`src/rtl/exc_pkg.sv`:
```
// rtl/exc_pkg.sv - shared types and constants for the exception address sequencer
package exc_pkg;

    typedef enum logic [1:0] {
        IDLE = 2'd0,
        VEC  = 2'd1,
        LOAD = 2'd2,
        RET  = 2'd3
    } excStateT;

    localparam int CAUSE_NOOP = 0;
    localparam int CAUSE_OVFL = 1;
    localparam int CAUSE_DIV0 = 2;

    localparam int DEFAULT_VEC_BASE = 253;
    localparam int EPC_OFFSET       = 4;

endpackage

```
`src/rtl/exc_prio_enc.sv`:
```
// rtl/exc_prio_enc.sv - lowest-index-wins priority encoder with any-valid flag
module exc_prio_enc #(
    parameter int N  = 3,
    parameter int CW = 2
) (
    input  logic [N-1:0]  req,
    output logic [CW-1:0] code,
    output logic          valid
);

    // Scan from the top down so the lowest set index is written last and wins.
    always_comb begin
        code = '0;
        for (int i = N - 1; i >= 0; i--) begin
            if (req[i]) code = CW'(i);
        end
    end

    assign valid = |req;

endmodule

```
`src/rtl/exc_addr_seq.sv`:
```
// rtl/exc_addr_seq.sv - memory address source with prioritised exception-vector fetch
module exc_addr_seq
    import exc_pkg::*;
#(
    parameter int WIDTH      = 32,
    parameter int NUM_CAUSES = 3,
    parameter int VEC_BASE   = DEFAULT_VEC_BASE,
    parameter int MEM_LAT    = 1,
    localparam int CW        = (NUM_CAUSES > 1) ? $clog2(NUM_CAUSES) : 1
) (
    input  logic                  clk,
    input  logic                  reset,
    input  logic                  addr_sel,
    input  logic [WIDTH-1:0]      in_pc,
    input  logic [WIDTH-1:0]      in_aluOut,
    input  logic [NUM_CAUSES-1:0] cause_req,
    input  logic [WIDTH-1:0]      mem_rdata,
    output logic [WIDTH-1:0]      out_addr,
    output logic                  exc_busy,
    output logic                  epc_we,
    output logic [WIDTH-1:0]      epc_out,
    output logic [CW-1:0]         cause_code,
    output logic                  pc_load,
    output logic [WIDTH-1:0]      pc_next
);

    localparam int CNT_W = (MEM_LAT > 1) ? $clog2(MEM_LAT) : 1;
    localparam logic [WIDTH-1:0] VEC_BASE_W = WIDTH'(VEC_BASE);

    excStateT              state;
    logic [NUM_CAUSES-1:0] pending;
    logic [NUM_CAUSES-1:0] reqAll;
    logic [NUM_CAUSES-1:0] selMask;
    logic [CW-1:0]         selCode;
    logic                  anyReq;
    logic [CNT_W-1:0]      latCnt;
    logic                  unusedRdata;

    assign reqAll      = pending | cause_req;
    assign selMask     = NUM_CAUSES'(1) << selCode;
    assign exc_busy    = (state != IDLE);
    assign unusedRdata = ^mem_rdata[WIDTH-1:8];

    exc_prio_enc #(
        .N  (NUM_CAUSES),
        .CW (CW)
    ) uPrioEnc (
        .req   (reqAll),
        .code  (selCode),
        .valid (anyReq)
    );

    always_ff @(posedge clk) begin
        if (reset) begin
            state      <= IDLE;
            pending    <= '0;
            latCnt     <= '0;
            out_addr   <= '0;
            epc_we     <= 1'b0;
            epc_out    <= '0;
            cause_code <= '0;
            pc_load    <= 1'b0;
            pc_next    <= '0;
        end else begin
            // New requests always merge into the pending mask; the serviced bit is cleared below.
            pending <= reqAll;
            case (state)
                IDLE: begin
                    out_addr <= addr_sel ? in_aluOut : in_pc;
                    if (anyReq) begin
                        state      <= VEC;
                        pending    <= reqAll & ~selMask;
                        cause_code <= selCode;
                        out_addr   <= VEC_BASE_W + WIDTH'(selCode);
                        epc_out    <= in_pc - WIDTH'(EPC_OFFSET);
                        epc_we     <= 1'b1;
                        latCnt     <= CNT_W'(MEM_LAT - 1);
                    end
                end
                VEC: begin
                    epc_we <= 1'b0;
                    if (latCnt == '0) state  <= LOAD;
                    else              latCnt <= latCnt - 1'b1;
                end
                LOAD: begin
                    pc_next <= WIDTH'(mem_rdata[7:0]);
                    pc_load <= 1'b1;
                    state   <= RET;
                end
                RET: begin
                    pc_load <= 1'b0;
                    state   <= IDLE;
                end
                default: state <= IDLE;
            endcase
        end
    end

endmodule

```
`config.mk`:
```
export PLATFORM = sky130hd
export DESIGN_NAME = exc_addr_seq
export DESIGN_NICKNAME = d
export VERILOG_FILES = /design/src/rtl/exc_pkg.sv /design/src/rtl/exc_prio_enc.sv /design/src/rtl/exc_addr_seq.sv
export SDC_FILE = /design/constraint.sdc
export NUM_CORES = 1
export LEC_CHECK = 0
export CAP_MARGIN = 20
export CORE_ASPECT_RATIO = 2
export CORE_MARGIN = 3
export CORE_UTILIZATION = 44
export CTS_CLUSTER_DIAMETER = 150
export DETAILED_ROUTE_END_ITERATION = 10
export GPL_TIMING_DRIVEN = 0
export HOLD_SLACK_MARGIN = 0.08
export PLACE_DENSITY = 0.86
export SLEW_MARGIN = 20
export SYNTH_ARGS = -nofsm -noshare
export SYNTH_HDL_FRONTEND = slang
export SYNTH_HIERARCHICAL = 1
export SYNTH_SLANG_ARGS = --single-unit
```
`constraint.sdc`:
```
create_clock -name clk -period 4.4 [get_ports clk]
set_clock_uncertainty 0.2 [all_clocks]
set_input_delay 1.1 -clock clk [delete_from_list [all_inputs] [get_ports clk]]
set_output_delay 1.1 -clock clk [all_outputs]
set_load 0.05 [all_outputs]
```
## Yosys cells after proc, flatten, opt, wreduce, memory -nomap -nowiden

Index checks and enable logic that the tools add are counted.

| word-level totals | value |
|---|---|
| bits in registers | 82 |
| bits in latches | 0 |
| memory bits (writable) | 0 |
| memory bits (read-only) | 0 |
| output and inout bits | 101 |
| logic and storage cells | 45 |
| memories kept | 0 |

| operators by class | value |
|---|---|
| add/subtract/negate cells | 3 |
| multiply operators | 0 |
| divide/modulo/power cells | 0 |
| order comparisons | 0 |
| eq/ne operators | 5 |
| shift operators | 1 |
| multiplexer cells | 16 |
| bitwise operators | 3 |
| reduce and logical (&&, ||, !) cells | 8 |

Operators with widths:

| operator | count |
|---|---|
| $mux 32 | 2 |
| $sub 32x3->32 const B | 1 |
| $mux 2 | 5 |
| $add 8x2->9 const A | 1 |
| $pmux 2 s4 | 1 |
| $mux 3 | 2 |
| $pmux 1 s2 | 3 |
| $reduce_and 2->1 | 3 |
| $reduce_bool 2->1 | 3 |
| $eq 2x2->1 const B | 2 |
| $ne 2x2->1 const B | 2 |
| $and 3x3->3 | 1 |
| $mux 1 | 3 |
| $not 3->3 | 1 |
| $or 3x3->3 | 1 |
| $reduce_or 3->1 | 1 |
| $shl 1x2->3 const A | 1 |
| $eq 2x1->1 const B | 1 |
| $logic_not 2->1 | 1 |
| $sub 1x1->1 const B | 1 |

## Depth between registers and ports, before layout

Gate-level depths: netlist of the first run.

| logic depth | value |
|---|---|
| depth in word-level cells | 9 |
| gate-level depth with buffers | 9 |
| depth with buffers taken out | 9 |

## Cells and area by module

Netlist of the first run, hierarchy kept.

Modules (own cells, without submodules):

| module | times used | cells each | area each (sq um) |
|---|---|---|---|
| exc_addr_seq | 1 | 476 | 4150.2 |
| exc_prio_enc | 1 | 3 | 20.0 |

## Least setup slack after synthesis of the first run

No wires, ideal clock.

| timing | value |
|---|---|
| path kind | input-to-reg |
| from | in in_pc[15] |
| to | reg epc_out[27] |
| library setup time | 0.091 ns |
| arrival time | 3.072 ns |
| required time | 4.109 ns |
| slack | 1.037 ns |
| stages on the path | 7 |
| path through | buf_2 or4_1 buf_2 or3_1 clkbuf_1 or4_1 a311oi_1 |

| on the way | value |
|---|---|
| longest elaborated chain between the ends | 1 |

Ends and longest elaborated chain:

| item | line | source |
|---|---|---|
| start: declaration | exc_addr_seq.sv:14 | `input logic [WIDTH-1:0] in_pc,` |
| $sub 32x3->32 | exc_addr_seq.sv:75 | `epc_out <= in_pc - WIDTH'(EPC_OFFSET);` |
| end signal: assignment | exc_addr_seq.sv:75 |  |
| end: declaration | exc_addr_seq.sv:21 | `output logic [WIDTH-1:0] epc_out,` |

No other way between the ends.
A chain may end at the register's enable or synchronous reset.

## Worst setup path after layout of the first run

| timing | value |
|---|---|
| from | in in_pc[5] |
| to | reg epc_out[15] |

The elaborated chain is that of the path after synthesis.

==> results.md, run 1 <==
- Status: completed
- Non-filler cells, final: 771
- Layout area overhead: 48.75%
- Pin count of the biggest net entering global routing: 14
- Leakage: 0.002317 uW
- Post-CTS resize count: 0
- CTS HTree Levels: 3
- Pre-CTS WS: 0.1855 ns
- Syn Area/Cell: 8.706 um^2
- Setup bufs post-CTS: 0
- Layout cells sized above 1: 0.1136
- Routed vias: 4381
- Initial antenna violation count: 0
- Yosys top cell by area: dfxtp_1
- Core Rows: 49
- CTS tree: yes
- Total GRT Usage: 0.2629
- Final Max Slew Viols: 0
- Yosys reg bits: 81
- Period utilization: 0.9082
- Hold Path Cell Cnt: 2
- Synth Instances: 479
- Nets: 775
- Final Hold Viols: 0
- Die X: 74.84 um
- Ranking of synthesized cells by area: dfxtp_1 39%, mux2_2 7.6%, nor2_1 6.8%, buf_4 4.3%, a22oi_1 4.1%
- Clock sink total: 81
- Cell Area, Placed: 5896 um^2
- Number of global-route vias before repair: 4327
- WL final: 14070 um
- Iter 0 DRT Violations: 352
- Critical Path AT: 4.00 ns
- Rel. slew slack: 0.3277
- Initial Util: 0.4565
- RSZ-0062 raised after global routing: false
- Post-DR wirelength/cell: 18.25 um
- Sequential cell area: 1622 um^2
- Synth warn: 6
- Antenna viol nets, final: 0
- Max_cap viols: 0
- Clock latency on the worst-skew pair: about 0.35 ns
- Die height: 143.7 um
- Top_reg_cell synth: dfxtp_1
- Most frequent cell after synthesis: dfxtp_1
- Max frequency: between 0.2 and 0.3 GHz
- Post-synth EDFFs: 0
- Post-synth design cell area: 4170 um^2
- DPL Wire Length: 11150 um
- Setup ws final: around 0.4 ns
- Clk pin slew, worst setup/hold paths: approximately 0.06 ns
- First-pass GRT wire length: 21330 um
- Ant. Diodes: 0
- Drc violations: 0
- Total gr overflow: 0
- Final Wtd Congestion: 0.8993
- Top cell type's share of synthesized area: 0.3888
- Yosys cell types: 45
- Post-Place Cells: 755
- R2R cell count: 8
- Root Buffer: clkbuf_16
- Worst Path Max Fanout: 10
- Final Setup Violations: 0
- FFs w/ async S/R, synth: 0
- Hold Path Class: reg2reg
- Via-per-instance ratio: between 5 and 6
- Core area: 9135 um^2
- I/O Pins: 203
- CTS max path bufs: 2
- Sequential element share of the synthesized area: 0.3888
- Final Critical Period: 3.996 ns
- Worst-margin pin slew: 0.9993 ns
- CTS Buf Count: 9
- Hold Buf Count CTS: 0
- CP Launch Type: input pin
- Setup_tns: 0 ns
- Post-synth top cells: 81 x dfxtp_1, 75 x nor2_1, 33 x clkbuf_1
- # fillers: 705
- Design Area, Final: 6203 um^2
- Max VDD drop: between 300 and 400 uV
- Area of the die: 10750 um^2
- Required @ worst endpoint: ~4.4 ns
- # port buffers: around 150
- Area of the multi-input gates: ~2300 um^2
- PD cells: around 550 nW/um^2
- Initial DRT Pass Iterations: 5
- Worst Path Class, Setup: in2reg
- Endpoint class of the critical path: register
[flip-flops by register name, summed over array words and instances (netlist names)]
register / count
pc_load: 1
pending: 3
epc_out: 32
pc_next: 8
state: 2
cause_code: 2
out_addr: 32
epc_we: 1
[routing by layer]
metal / GRT usage / wire [um] / vias up
met5: 0 / 0 / -
met4: 0.1285 / 525 / 0
met3: 0.07493 / 1022 / 35
met2: 0.4775 / 7719 / 215
met1: 0.2618 / 4803 / 2078
li1: - / - / 2053
[layout by cell type, fill, tap and decap left out, types with 4 or more instances in the layout]
cell type,instances
clkdlybuf4s50_1,151
dfxtp_1,81
nor2_1,75
clkbuf_1,34
mux2_2,28
nand2_1,26
buf_4,24
conb_1,24
a22oi_1,23
a211oi_1,17
a311oi_1,14
mux2i_1,13
or4_1,13
a21oi_1,12
nor3_1,11
inv_1,10
ha_1,9
clkbuf_16,9
o211ai_1,8
o31ai_1,8
nor4_1,7
o21ai_0,7
or3_1,7
xnor2_1,5
xor2_1,5
nor3b_1,4
o41ai_1,4
[kinds of logic after synthesis]
group / after synthesis / synth area share
AOI/OAI and AO/OA: 97 / 0.1686
xor gates and xnor gates: 10 / 0.02100
adders and majority gates: 9 / 0.02700
buffers and inverters: 73 / 0.09001
DFF: 81 / 0.3888
muxes: 41 / 0.1068
other: 1 / 0.0008992
and+or+nand+nor: 167 / 0.1968
[final cells by class]
cell class,count,share of cell area
Tap cell,102,0.02057
Clock inverter,4,0.008269
Inverter,10,0.006051
Multi-Input combinational cell,348,0.3643
Timing Repair Buffer,151,0.2436
Clock buffer,12,0.04135
Buffer,63,0.05446
Sequential cell,81,0.2614
[through the flow]
step	util	power [uW]	hold slack [ns]
after floorplan	-	2093	0.2927
after global placement	0.6454	2619	0.2433
after detailed placement	0.6454	2652	0.2494
after CTS	0.6791	3422	0.2576
after global routing	0.6791	3568	0.2704
final	0.6791	3422	0.2559
[where the power goes]
part           leakage [uW]  internal (uW)  switching [uW]  total (uW)
Sequential         0.000666            897            93.9         991
Clock              0.000149            470             299         770
Combinational       0.00150            550            1110        1660
Total               0.00232           1920            1500        3420
[final timing paths]
| path | start | to | slack [ns] |
|---|---|---|---|
| worst min-delay path | epc_out[1] | epc_out[1] | 0.26 |
| worst max register to register | pending[0] | out_addr[11] | 1.81 |
| worst max-delay path | in_pc[5] | epc_out[15] | 0.40 |
| worst min register to register | epc_out[1] | epc_out[1] | 0.26 |
[worst max-delay path, cell delays in order]
cell and delay [ns]:
clkdlybuf4s50_1 0.52, nor4_1 0.89, nand4_1 0.58, clkbuf_1 0.38, xor2_1 0.37, a211oi_1 0.14
Note: power is estimated with default switching activity, not from simulation.
==> run 2: changes to the inputs <==
- SLEW_MARGIN: 20 -> default
==> results of run 2 <==
The final DEF is identical to that of run 1; final timing and power are the same.
==> run 3: changes to the inputs <==
- ABC_CLOCK_PERIOD_IN_PS: default -> 4500
- CORE_UTILIZATION: 44 -> 41
- PLACE_DENSITY: 0.86 -> 0.81
- clock period: 4.4 -> 4.5 ns (I/O delays scaled with it)
==> results.md, run 3 (same netlist as run 1, synthesis figures left out) <==
- Status: completed (unchanged)
- Via-per-instance ratio: 5.367 (was 5.682)
- Post-layout util: 0.6399 (was 0.6791)
- Rel. slew slack: 0.3135 (was 0.3277)
- Final Critical Period: 4.033 ns
- Clk pin slew, worst setup/hold paths: 0.06 ns (about the same)
- Commonest non-fill, non-tap cell in the layout: clkdlybuf4s50_1 (unchanged)
- I/O Pins: 203 (unchanged)
- Setup bufs post-CTS: 0 (unchanged)
- Final Hold Viols: 0 (unchanged)
- Initial DRT Pass Iterations: 5 (unchanged)
- Endpoint class of the critical path: output port (was register)
- CTS max path bufs: 2 (unchanged)
- Iter 0 DRT Violations: 336 (was 352)
- Max VDD drop: 338.1 uV (was 318.6 uV)
- Initial antenna violation count: 0 (unchanged)
- Layout cells sized above 1: 0.1136 (unchanged)
- Final Setup Violations: 0 (unchanged)
- Post-DR wirelength/cell: 17.47 um (was 18.25 um)
- Critical Path Slowest Stage Cell: clkdlybuf4s50_1 (was nor4_1)
- WL final: 13990 um (was 14070 um)
- Hold Path Cell Cnt: 2 (unchanged)
- Die X: 77.32 um (was 74.84 um)
- First-pass GRT wire length: 21510 um (was 21330 um)
- Cell family with most CP delay: buffers and inverters (was simple AND/OR/NAND/NOR gates)
- Sequential cell area: 1622 um^2 (unchanged)
- PD cells: 549.9 nW/um^2 (was 551.7 nW/um^2)
- Max_cap viols: 0 (unchanged)
- Worst path bufs/invs: 5 (was 2)
- Area of the multi-input gates: 2260 um^2 (unchanged)
- Antenna viol nets, final: 0 (unchanged)
- Pin count of the biggest net entering global routing: 14 (unchanged)
- Root Buffer: clkbuf_16 (unchanged)
- Critical Path AT: 2.71 ns (was 4.00 ns)
- CP peak stage delay: 0.89 ns (about the same)
- Hold Path Class: reg2reg (unchanged)
- CP Cell Sequence: inv_1 > ha_1 > clkbuf_1 > inv_1 > clkbuf_1 > clkdlybuf4s50_1 (was clkdlybuf4s50_1 > nor4_1 > nand4_1 > clkbuf_1 > xor2_1 > a211oi_1)
- Routed vias: 4299 (was 4381)
- Number of global-route vias before repair: 4266 (was 4327)
- Ant. Diodes: 0 (unchanged)
- Top flop regs: epc_out (32), out_addr (32), pc_next (8) (unchanged)
- Clock sink total: 81 (unchanged)
- Period utilization: 0.8963
- DPL Wire Length: 11350 um (was 11150 um)
- Final Max Slew Viols: 0 (unchanged)
- CTS tree: yes (unchanged)
- Reg-to-reg critical path startpoint: pending[1] (was pending[0])
- Total gr overflow: 0 (unchanged)
- Reg2Reg Setup Slack: 1.93 ns (was 1.81 ns)
- Worst Path Class, Setup: reg2out (was in2reg)
- Clock latency on the worst-skew pair: 0.34 ns (was 0.35 ns)
- Initial Util: 0.4244 (was 0.4565)
- # fillers: 857 (was 705)
- Core Rows: 51 (was 49)
- # port buffers: 151 (unchanged)
- Final Wtd Congestion: 0.8999 (was 0.8993)
- CTS HTree Levels: 3 (unchanged)
- Layout area overhead: 50.80% (was 48.75%)
- Required @ worst endpoint: 3.17 ns (was 4.40 ns)
- Post-CTS resize count: 0 (unchanged)
- Area of the die: 11490 um^2 (was 10750 um^2)
- Hold Buf Count CTS: 0 (unchanged)
- Most frequent cells in the layout: 151 x clkdlybuf4s50_1, 81 x dfxtp_1, 75 x nor2_1, 34 x clkbuf_1, 28 x mux2_2 (unchanged)
- Max frequency: around 0.25 GHz
- Worst Min Path Start: cause_code[0] (was epc_out[1])
- Non-filler cells, final: 801 (was 771)
- Nets: 775 (unchanged)
- Post-Place Cells: 785 (was 755)
- Worst hold endpoint: cause_code[0] (was epc_out[1])
- RSZ-0062 raised after global routing: false (unchanged)
- Leakage: 0.002341 uW (was 0.002317 uW)
- Die height: 148.6 um (was 143.7 um)
- R2R cell count: 8 (unchanged)
- Worst Path Max Fanout: 10 (unchanged)
- Worst-margin pin slew: 1.020 ns (was 0.9993 ns)
- Setup_tns: 0 ns (unchanged)
- Drc violations: 0 (unchanged)
- Total GRT Usage: 0.2403 (was 0.2629)
- Core area: 9827 um^2 (was 9135 um^2)
- CP Launch Type: register (was input pin)
- CTS Buf Count: 9 (unchanged)
- Worst R2R End: out_addr[15] (was out_addr[11])
run 3: cell count changes in the layout (fill, tap and decap cells not counted), sizes merged:
cell / previous run / this run
clkinv: 2 / 1
clkinvlp: 1 / 0
bufinv: 1 / 3
run 3: where the power goes:
group / total (uW) / switching, uW / internal (uW)
combinational: 1630 / 1090 / 539
clock: 863 / 290 / 573
sequential: 968 / 90.3 / 877
total: 3460 / 1470 / 1990
run 3: through the flow:
stage	hold slack (ns)	setup slack, ns	cell area (um^2)	power [uW]
2_1_floorplan	0.2927	1.112	4257	2047
3_3_place_gp	0.2443	0.3578	5933	2568
3_5_place_dp	0.2489	0.2961	5933	2606
4_1_cts	0.2566	0.4681	6289	3467
5_1_grt	0.2838	0.2862	6289	3607
6_report	0.2605	0.4668	6289	3458
run 3: worst min-delay path, stage by stage (launching register included):
cell and delay, ns:
dfxtp_1 0.31, nand2_1 0.05, a21oi_1 0.05
run 3: worst max-delay path by stage:
stage,startpoint,cells past startpoint,endpoint
2_1_floorplan,in_pc[15],7,epc_out[27]
5_1_grt,state[0],6,exc_busy
3_3_place_gp,in_pc[5],6,epc_out[15]
4_1_cts,state[0],6,exc_busy
6_report,state[0],6,exc_busy
3_5_place_dp,in_pc[5],6,epc_out[15]
run 3: routing by layer:
layer | share of wire | up-vias | wire length (um) | global-route usage
met5 | 0 | - | 0 | 0
met3 | 0.070 | 45 | 981 | 0.06303
li1 | - | 2053 | - | -
met2 | 0.54 | 201 | 7619 | 0.4506
met4 | 0.043 | 0 | 607 | 0.1381
met1 | 0.34 | 2000 | 4782 | 0.2306
run 3: area by class of cell:
| cell class | instances | area share |
|---|---|---|
| tap | 132 | 0.02626 |
| sequential | 81 | 0.2579 |
| clock inverter | 4 | 0.01572 |
| multi-input combinational | 348 | 0.3593 |
| inverter | 10 | 0.005969 |
| timing repair buffer | 151 | 0.2404 |
| buffer | 63 | 0.05372 |
| clock buffer | 12 | 0.04079 |
